<file path="config.mk">
export PLATFORM = sky130hd
export DESIGN_NAME = lane_queue_bank
export DESIGN_NICKNAME = d
export VERILOG_FILES = /design/src/rtl/lane_queue_bank.sv
export SDC_FILE = /design/constraint.sdc
export NUM_CORES = 1
export LEC_CHECK = 0
export ABC_AREA = 1
export CAP_MARGIN = 20
export CORE_ASPECT_RATIO = 1.75
export CORE_MARGIN = 3
export CORE_UTILIZATION = 42
export DETAILED_ROUTE_END_ITERATION = 6
export GPL_TIMING_DRIVEN = 0
export PLACE_DENSITY = 0.68
export RECOVER_POWER = 100
export SLEW_MARGIN = 15
export SYNTH_ARGS = -nofsm -noshare
export SYNTH_HDL_FRONTEND = slang
export SYNTH_SLANG_ARGS = --single-unit
</file>
<file path="constraint.sdc">
create_clock -name traffic_clk -period 3.75 [get_ports traffic_clk]
set_clock_uncertainty 0.15 [all_clocks]
set_input_delay 0.5625 -clock traffic_clk [delete_from_list [all_inputs] [get_ports traffic_clk]]
set_output_delay 0.5625 -clock traffic_clk [all_outputs]
set_load 0.05 [all_outputs]
</file>
<file path="src/rtl/lane_queue_bank.sv">
// Multi-lane saturating car queue tracker with per-lane departure pacing, drop flags and aggregates.
// Optional per-lane wait timer and alarm enabled by defining WAIT_TIMER_EN.
module lane_queue_bank #(
  parameter int unsigned NUM_LANES  = 4,
  parameter int unsigned CNT_W      = 4,
  parameter int unsigned MAX_CARS   = 15,
  parameter int unsigned DEPART_GAP = 1,
`ifdef WAIT_TIMER_EN
  parameter int unsigned WAIT_W     = 8,
  parameter int unsigned WAIT_LIMIT = 200,
`endif
  localparam int unsigned TOT_W = CNT_W + $clog2(NUM_LANES + 1),
  localparam int unsigned IDX_W = (NUM_LANES > 1) ? $clog2(NUM_LANES) : 1
) (
  input  logic                         traffic_clk,
  input  logic                         reset,
  input  logic [NUM_LANES-1:0]         add_car,
  input  logic [NUM_LANES-1:0]         dec_car,
  input  logic                         clr_drop,
  output logic [NUM_LANES*CNT_W-1:0]   car_queue_counter,
  output logic [NUM_LANES-1:0]         car_in_queue,
  output logic [NUM_LANES-1:0]         queue_full,
  output logic [NUM_LANES-1:0]         depart_ack,
  output logic [NUM_LANES-1:0]         drop_flag,
  output logic [TOT_W-1:0]             total_cars,
  output logic [IDX_W-1:0]             busiest_lane,
  output logic                         busiest_valid
`ifdef WAIT_TIMER_EN
  ,
  output logic [NUM_LANES*WAIT_W-1:0]  wait_cycles,
  output logic [NUM_LANES-1:0]         wait_alarm
`endif
);

  localparam int unsigned GAP_W = (DEPART_GAP > 1) ? $clog2(DEPART_GAP) : 1;

  logic [CNT_W-1:0]     cnt_q [NUM_LANES];
  logic [CNT_W-1:0]     cnt_d [NUM_LANES];
  logic [GAP_W-1:0]     gap_q [NUM_LANES];
  logic [GAP_W-1:0]     gap_d [NUM_LANES];
  logic [NUM_LANES-1:0] ack_q, ack_d, drop_q, drop_d;
  logic [NUM_LANES-1:0] dep_ok, arr_ok;
  logic [TOT_W-1:0]     total_q, total_d;
  logic [IDX_W-1:0]     busiest_q, busiest_d;
  logic                 valid_q, valid_d;
  logic [CNT_W-1:0]     best_cnt;

  // Per-lane acceptance; a departure frees the slot an arrival on a full lane needs.
  always_comb begin
    dep_ok = '0;
    arr_ok = '0;
    ack_d  = '0;
    drop_d = '0;
    for (int i = 0; i < NUM_LANES; i++) begin
      cnt_d[i] = cnt_q[i];
      gap_d[i] = gap_q[i];
      dep_ok[i] = dec_car[i] && (cnt_q[i] != '0) && (gap_q[i] == '0);
      arr_ok[i] = add_car[i] && ((cnt_q[i] < CNT_W'(MAX_CARS)) || dep_ok[i]);
      case ({arr_ok[i], dep_ok[i]})
        2'b10:   cnt_d[i] = cnt_q[i] + CNT_W'(1);
        2'b01:   cnt_d[i] = cnt_q[i] - CNT_W'(1);
        default: cnt_d[i] = cnt_q[i];
      endcase
      if (dep_ok[i]) begin
        gap_d[i] = GAP_W'(DEPART_GAP - 1);
      end else if (gap_q[i] != '0) begin
        gap_d[i] = gap_q[i] - GAP_W'(1);
      end
      ack_d[i]  = dep_ok[i];
      drop_d[i] = (add_car[i] && !arr_ok[i]) || (drop_q[i] && !clr_drop);
    end
  end

  // Aggregates from the registered counts; strict compare keeps the lowest index on ties.
  always_comb begin
    total_d   = '0;
    busiest_d = '0;
    best_cnt  = '0;
    for (int i = 0; i < NUM_LANES; i++) begin
      total_d = total_d + TOT_W'(cnt_q[i]);
      if (cnt_q[i] > best_cnt) begin
        best_cnt  = cnt_q[i];
        busiest_d = IDX_W'(i);
      end
    end
    valid_d = (total_d != '0);
  end

  always_ff @(posedge traffic_clk) begin
    if (reset) begin
      for (int i = 0; i < NUM_LANES; i++) begin
        cnt_q[i] <= '0;
        gap_q[i] <= '0;
      end
      ack_q     <= '0;
      drop_q    <= '0;
      total_q   <= '0;
      busiest_q <= '0;
      valid_q   <= 1'b0;
    end else begin
      for (int i = 0; i < NUM_LANES; i++) begin
        cnt_q[i] <= cnt_d[i];
        gap_q[i] <= gap_d[i];
      end
      ack_q     <= ack_d;
      drop_q    <= drop_d;
      total_q   <= total_d;
      busiest_q <= busiest_d;
      valid_q   <= valid_d;
    end
  end

  always_comb begin
    for (int i = 0; i < NUM_LANES; i++) begin
      car_queue_counter[i*CNT_W +: CNT_W] = cnt_q[i];
      car_in_queue[i] = (cnt_q[i] != '0);
      queue_full[i]   = (cnt_q[i] == CNT_W'(MAX_CARS));
    end
  end

  assign depart_ack    = ack_q;
  assign drop_flag     = drop_q;
  assign total_cars    = total_q;
  assign busiest_lane  = busiest_q;
  assign busiest_valid = valid_q;

`ifdef WAIT_TIMER_EN
  logic [WAIT_W-1:0] wait_q [NUM_LANES];
  logic [WAIT_W-1:0] wait_d [NUM_LANES];

  // Wait timer restarts whenever the lane drains or a car leaves.
  always_comb begin
    for (int i = 0; i < NUM_LANES; i++) begin
      wait_d[i] = wait_q[i];
      if ((cnt_d[i] == '0) || dep_ok[i]) begin
        wait_d[i] = '0;
      end else if ((cnt_q[i] != '0) && (wait_q[i] != '1)) begin
        wait_d[i] = wait_q[i] + WAIT_W'(1);
      end
    end
  end

  always_ff @(posedge traffic_clk) begin
    if (reset) begin
      for (int i = 0; i < NUM_LANES; i++) wait_q[i] <= '0;
    end else begin
      for (int i = 0; i < NUM_LANES; i++) wait_q[i] <= wait_d[i];
    end
  end

  always_comb begin
    for (int i = 0; i < NUM_LANES; i++) begin
      wait_cycles[i*WAIT_W +: WAIT_W] = wait_q[i];
      wait_alarm[i] = (32'(wait_q[i]) >= WAIT_LIMIT);
    end
  end
`endif

endmodule

</file>
==> results.txt, run 1 <==
----------------------------------------------------
[Clock tree]
  Clock buffer count from CTS ... 5
  Level count of the clock H-tree ... 2
  CTS clk-pin slew, worst paths ... 0.07 ns
  CTS hold repair buffers ... 0
  CTS tree ... done
  Worst-Skew Late Latency ... 0.29 ns
  Sinks on the clock net ... 33
  CTS Root Buffer Type ... clkbuf_8
  Clock Tree Buf Depth ... 2

[Power]
  Maximum vdd drop ... 0.000470 V
  Internal power ... 1.30 mW
  Power density cells ... 871 nW/um^2
  NetSw ... 1.41 mW
  Leakage ... 1.59 nW
  Logic gate share of total power ... 67.9%
  Fraction of power consumed by the clock network ... 10.9%
  Relative contribution of sequential cells to total power ... 21.2%
  Switching power share of the total ... 52.1%

[Die]
  Core Area ... 5390 um^2
  Initial Utilization ... 44.4%
  Number of cell rows ... 35
  Die area ... 6680 um^2
  Top-level I/O count ... 53
  Overall die width ... 63.1 um
  Die Y-Extent ... 106 um

[Cells and area]
  Share of layout cells above drive strength 1 ... 10.4%
  Storage cell area ... 677 um^2
  Footprint of the multi-input gates ... 1510 um^2
  Final #Nets ... 430
  Antenna fix cells ... 0
  Area growth from synthesis to layout ... 29.9%
  Total of fill cells in the finished design ... 525
  Share of the core filled with cells ... 57.7%

[STA]
  Worst relative slew slack ... 57.2%
  Final hold violation count ... 0
  Final period util ... 91.4%
  Unrepaired setup endpoints after global routing ... no
  Final Max Slew Viols ... 0
  Slew of the pin with the lowest slew margin ... 0.641 ns
  Achievable frequency ... 0.292 GHz
  Period minus WS final ... 3.43 ns
  Setup tns final ... 0 ns
  Number of failing setup endpoints in the final timing report ... 0

[Global routing]
  Wire length of the first global-routing pass ... 10.2 mm
  Final global-route overflow total ... 0
  Tot GR Track Use ... 19.2%
  Initial antenna violation count ... 0
  Vias in the first global route ... 2309
  Maximum number of pins on one net before global-route repair ... 11

[Synth]
  Post-synth top area share ... 27.6%
  Leading register cell type out of synthesis ... dfxtp_1
  Library cell with the highest instance count after synthesis ... nand2_1
  Cell type with the highest aggregate area in the netlist ... dfxtp_1
  Synth Warn # ... 0
  Number of standard cells after synthesis ... 322
  Post-Syn Area ... 2390 um^2
  Cell types occupying the most area after synthesis ... dfxtp_1 28%, ha_1 13%, fa_1 10%
  Ranking of synthesized cells by instance count ... 60 x nand2_1, 45 x nor2_1, 42 x inv_1
  Number of unique standard cell types used by synthesis ... 28
  EDFF count, synth ... 0
  Asr flop ratio synth ... 0%
  Synthesized netlist net count ... 370
  Post-Synthesis Mean Instance Area ... 7.43 um^2
  Sequential area share after synthesis ... 27.6%
  Yosys reg bits ... 33

[Placed design]
  Routability-driven placement congestion ratio ... 0.820
  HPWL after DPL ... 4.49 mm
  Port bufs ... 51

[Hold path]
  Class of the most critical hold timing path ... flop to flop

[Critical path]
  Worst path arrival time ... 3.49 ns
  Sort of element at the start of the critical path ... flop
  Req. time, crit path ... 3.81 ns
  Sort of element at the end of the critical path ... flop
  Maximum fanout count along the critical path ... 8
  Worst setup path class ... flop to flop

[Detailed routing]
  Per-cell routed wire length ... 12.5 um
  Via Count ... 2236
  DRC viols ... 0
  Detailed-route wire length ... 5.70 mm
  Routed Antenna Nets ... 0
  Violation count after the first detailed-routing iteration ... 86
  Drt via density ... 4.89
  DRT Pass-1 Iters ... 4

[Job]
  Maxcap violations ... 0

[Outcome]
  Run status ... finished, final reports clean

----------------------------------------------------
-- power by group through the flow --
stage               clock network [mW]  registers [mW]  logic [mW]
detailed placement                   0           0.579        1.83
finish                           0.296           0.573        1.84
floorplan                            0           0.839        1.09
global route                     0.320           0.594        2.09
CTS                              0.307           0.571        1.83
global placement                     0           0.580        1.79
-- final cells by class --
| type | instances | share of cell area [%] |
|---|---|---|
| inverters | 46 | 5.55 |
| repair buffers | 53 | 16.9 |
| clock inverters | 1 | 0.161 |
| flip-flops and latches | 33 | 21.8 |
| plain buffers | 5 | 0.845 |
| well taps | 74 | 2.98 |
| clock buffers | 7 | 3.10 |
| multi-input cells | 238 | 48.7 |
-- metrics by stage --
step / total power, mW / instances / hold slack [ns] / setup WS, ns / cell area [um^2]
floorplan: 1.93 / 322 / 0.535 / 0.133 / 2390
global placement: 2.37 / 447 / 0.303 / 0.110 / 3000
detailed placement: 2.40 / 447 / 0.305 / 0.0206 / 3000
CTS: 2.71 / 455 / 0.315 / 0.00496 / 3100
global route: 3.01 / 457 / 0.329 / 0.0133 / 3110
finish: 2.71 / 457 / 0.310 / 0.324 / 3110
-- metal layers --
| metal | global-route usage, % | routed length, um |
|---|---|---|
| met1 | 19.9 | 2210 |
| met2 | 35.8 | 3160 |
| met3 | 3.52 | 217 |
| met4 | 9.48 | 122 |
| met5 | 0 | 0 |
-- worst paths after layout --
path	to	slack (ns)	depth (start not counted)	startpoint
worst max-delay path	busiest_lane[0]$_SDFF_PP0_	0.32	20	cnt_q[0][1]$_SDFFE_PP0P_
worst min-delay path	drop_flag[1]$_SDFF_PP0_	0.31	2	drop_flag[1]$_SDFF_PP0_
worst max register to register	busiest_lane[0]$_SDFF_PP0_	0.32	20	cnt_q[0][1]$_SDFFE_PP0P_
worst min register to register	drop_flag[1]$_SDFF_PP0_	0.31	2	drop_flag[1]$_SDFF_PP0_
-- critical path: stages (launching register included) --
cell	delay [ns]
dfxtp_4	0.41
inv_1	0.09
ha_1	0.30
inv_1	0.04
o21bai_1	0.11
nand2_1	0.07
nand2_2	0.10
nand3_1	0.10
and2_0	0.19
ha_1	0.33
nand2_1	0.05
o21ai_0	0.21
nand2_2	0.10
buf_4	0.15
nand3_1	0.08
nand2_1	0.06
ha_1	0.27
nand2_1	0.06
o21ai_0	0.16
o21ai_0	0.14
a21oi_1	0.17
-- what timing repair did --
item,CTS,global route
gates resized for setup,0,13
setup buffers,0,2
setup endpoints to repair,0,2
-- layout by cell type, fill, tap and decap left out, types with 2 or more instances in the layout --
cell / Yosys / routed
inv_1: 42 / 42
clkbuf_8: 0 / 7
inv_2: 4 / 4
nand4_1: 2 / 2
dfxtp_1: 33 / 26
dfxtp_2: 0 / 4
dfxtp_4: 0 / 3
o21ai_0: 11 / 13
nor2_4: 2 / 2
nand2_2: 11 / 11
nor2_1: 45 / 45
ha_1: 25 / 25
nor2_2: 2 / 2
and2_1: 4 / 3
nand3_1: 20 / 24
a21o_1: 4 / 4
clkdlybuf4s50_1: 0 / 7
dlygate4sd3_1: 0 / 44
clkbuf_1: 2 / 3
nand2_1: 60 / 60
fa_1: 12 / 12
xor2_1: 5 / 5
a21oi_1: 21 / 21
buf_4: 2 / 4
-- cell families after synthesis --
logic type / count (synthesis) / share of synthesized area, %
and+or+nand+nor: 153 / 29.4
buffers and inverters: 51 / 8.31
AOI/OAI and AO/OA: 41 / 9.20
adders and majority gates: 37 / 23.1
DFF: 33 / 27.6
xor gates and xnor gates: 6 / 2.20
other: 1 / 0.157
-- sequential cells by signal (all words and copies together) (netlist names) --
name           flops
depart_ack         4
busiest_valid      1
total_cars         6
busiest_lane       2
cnt_q             16
drop_flag          4
(Power assumes the default switching activity.)
==> run 2, diff against run 1 <==
--- a/config.mk
+++ b/config.mk
@@ -13,5 +13,5 @@
 export DETAILED_ROUTE_END_ITERATION = 6
 export GPL_TIMING_DRIVEN = 0
-export PLACE_DENSITY = 0.68
+export PLACE_DENSITY = 0.71
 export RECOVER_POWER = 100
 export SLEW_MARGIN = 15
==> constraint.sdc (replaced) <==
create_clock -name traffic_clk -period 2.9 [get_ports traffic_clk]
set_clock_uncertainty 0.15 [all_clocks]
set_input_delay 0.58 -clock traffic_clk [delete_from_list [all_inputs] [get_ports traffic_clk]]
set_output_delay 0.58 -clock traffic_clk [all_outputs]
set_load 0.05 [all_outputs]
==> results.txt, run 2 (synthesis results as in run 1) <==
----------------------------------------------------
[Clock tree]
  Clock buffer count from CTS ... 5
  Clock Tree Buf Depth ... 2
  Sinks on the clock net ... 33
  Worst-Skew Late Latency ... 0.29 ns
  CTS tree ... done
  CTS Root Buffer Type ... clkbuf_8
  Level count of the clock H-tree ... 2
  CTS clk-pin slew, worst paths ... 0.07 ns

[Cells and area]
  Total of fill cells in the finished design ... 458
  Area growth from synthesis to layout ... 47.7%
  Most used cells in the layout excluding fill and tap cells ... 51 x clkdlybuf4s50_1, 45 x nor2_1, 42 x nand2_1
  Most common cell after layout, fill and taps aside ... clkdlybuf4s50_1
  Post-route design area ... 3540 um^2
  Post-layout instance count excluding filler cells ... 469
  Antenna fix cells ... 0
  Number of flip-flops in the largest register ... 16
  Share of layout cells above drive strength 1 ... 29.4%
  Final #Nets ... 443
  Top reg by flops ... cnt_q

[STA]
  Unrepaired setup endpoints after global routing ... yes
  Worst hold slack after final layout ... 0.321 ns
  Final period util ... 104%
  Achievable frequency ... 0.331 GHz
  Number of failing setup endpoints in the final timing report ... 2
  Slew of the pin with the lowest slew margin ... 0.585 ns
  Period minus WS final ... 3.02 ns
  Post-layout worst setup margin ... -0.118 ns
  Final Max Slew Viols ... 0
  Worst relative slew slack ... 61.0%
  Final hold violation count ... 0

[Die]
  Initial Utilization ... 44.4%
  Top-level I/O count ... 53
  Number of cell rows ... 35
  Die Y-Extent ... 106 um
  Overall die width ... 63.1 um
  Die area ... 6680 um^2
  Core Area ... 5390 um^2

[Global routing]
  Initial antenna violation count ... 0
  Maximum number of pins on one net before global-route repair ... 11
  Final global-route overflow total ... 0
  Wire length of the first global-routing pass ... 10.4 mm
  Vias in the first global route ... 2275
  Tot GR Track Use ... 19.7%

[Critical path]
  Sort of element at the end of the critical path ... flop
  Source of the worst register-to-register timing path ... cnt_q[0][1]$_SDFFE_PP0P_
  Worst path arrival time ... 3.08 ns
  Path depth of the worst reg2reg path ... 21
  Req. time, crit path ... 2.97 ns
  Critical Path Source ... cnt_q[0][1]$_SDFFE_PP0P_
  Maximum fanout count along the critical path ... 6
  Sort of element at the start of the critical path ... flop
  Worst setup path class ... flop to flop

[Hold path]
  Class of the most critical hold timing path ... flop to flop
  Launch instance of the worst min-delay path ... drop_flag[1]$_SDFF_PP0_
  Hold Path Stages ... 2

[Outcome]
  Failing checks ... negative setup slack
  Run status ... finished, violations left

[Job]
  Maxcap violations ... 0

[Detailed routing]
  Per-cell routed wire length ... 13.3 um
  DRC viols ... 0
  Detailed-route wire length ... 6.24 mm
  DRT Pass-1 Iters ... 4
  Routed Antenna Nets ... 0
  Drt via density ... 4.92
  Violation count after the first detailed-routing iteration ... 69
  Via Count ... 2306

[Placed design]
  Placed cell count ... 447
  HPWL after DPL ... 4.44 mm
  Routability-driven placement congestion ratio ... 0.894
  Cell area after placement ... 3100 um^2
  Port bufs ... 51

[Power]
  Maximum vdd drop ... 0.000683 V
  Leakage ... 1.61 nW
  Power density cells ... 1280 nW/um^2

----------------------------------------------------
==> run 2: changes by cell type in the layout (fill, tap and decap cells not counted), moves of 11 or more <==
cell	delta
buf_4	+12
clkdlybuf4s50_1	+44
dlygate4sd3_1	-44
ha_1	-11
nand2_1	-18
nand2_2	+15
nand3_1	-11
==> run 2: routing by layer <==
layer | global-route usage [%] | part of all wire [%] | up-vias
met5 | 0 | 0 | -
met4 | 9.95 | 3.5 | 0
met3 | 2.35 | 3.9 | 14
met2 | 37.6 | 55 | 64
met1 | 20.6 | 37 | 1058
li1 | - | - | 1170
==> run 2: layout make-up <==
cell class / count / area (um^2) / share of cell area, %
multi-input combinational: 238 / 1830 / 51.6
sequential: 33 / 696 / 19.7
timing repair buffer: 66 / 627 / 17.7
inverter: 46 / 183 / 5.17
tap: 74 / 92.6 / 2.62
clock buffer: 7 / 86.3 / 2.44
buffer: 5 / 26.3 / 0.743
==> run 2: per-stage QoR <==
step | total power [mW] | setup TNS (ns) | worst slack [ns] | utilization [%]
5_1_grt | 4.91 | -0.618 | -0.261 | 65.6
4_1_cts | 4.13 | -0.124 | -0.0697 | 63.4
3_3_place_gp | 3.19 | -0.614 | -0.308 | 57.5
2_1_floorplan | 2.62 | -0.275 | -0.138 | -
3_5_place_dp | 3.25 | -0.670 | -0.339 | 57.5
6_report | 4.54 | -0.234 | -0.118 | 65.6
==> run 2: final timing paths <==
path | slack [ns] | endpoint
setup / recovery | -0.12 | busiest_lane[1]$_SDFF_PP0_
setup reg to reg | -0.12 | busiest_lane[1]$_SDFF_PP0_
hold / removal | 0.32 | drop_flag[1]$_SDFF_PP0_
hold reg to reg | 0.32 | drop_flag[1]$_SDFF_PP0_
==> run 2: report_power, final <==
group	switching (mW)	total, mW	internal (mW)
Combinational	2.02	3.47	1.45
Clock	0.162	0.351	0.188
Sequential	0.129	0.719	0.590
Total	2.31	4.54	2.22
==> run 2: critical path, stage by stage, from the launching register on <==
cell      delay, ns
dfxtp_4        0.36
inv_4          0.04
ha_4           0.26
inv_2          0.03
o21bai_1       0.15
nand2_2        0.08
nand2_4        0.11
nand2_4        0.09
nand2_2        0.08
and2_4         0.15
ha_4           0.20
a21oi_2        0.19
o21ai_4        0.07
nand2_4        0.12
inv_4          0.06
nand2_2        0.06
nand2_2        0.06
ha_4           0.27
a21oi_2        0.06
o21ai_2        0.14
o21ai_2        0.08
a21oi_2        0.14
==> run 2: timing repair <==
action,CTS,global route
endpoints found under the setup margin,2,3
setup buffers,13,2
endpoints found under the hold margin,0,0
gates resized for setup,30,23
hold buffers,0,0
pin swaps,20,19
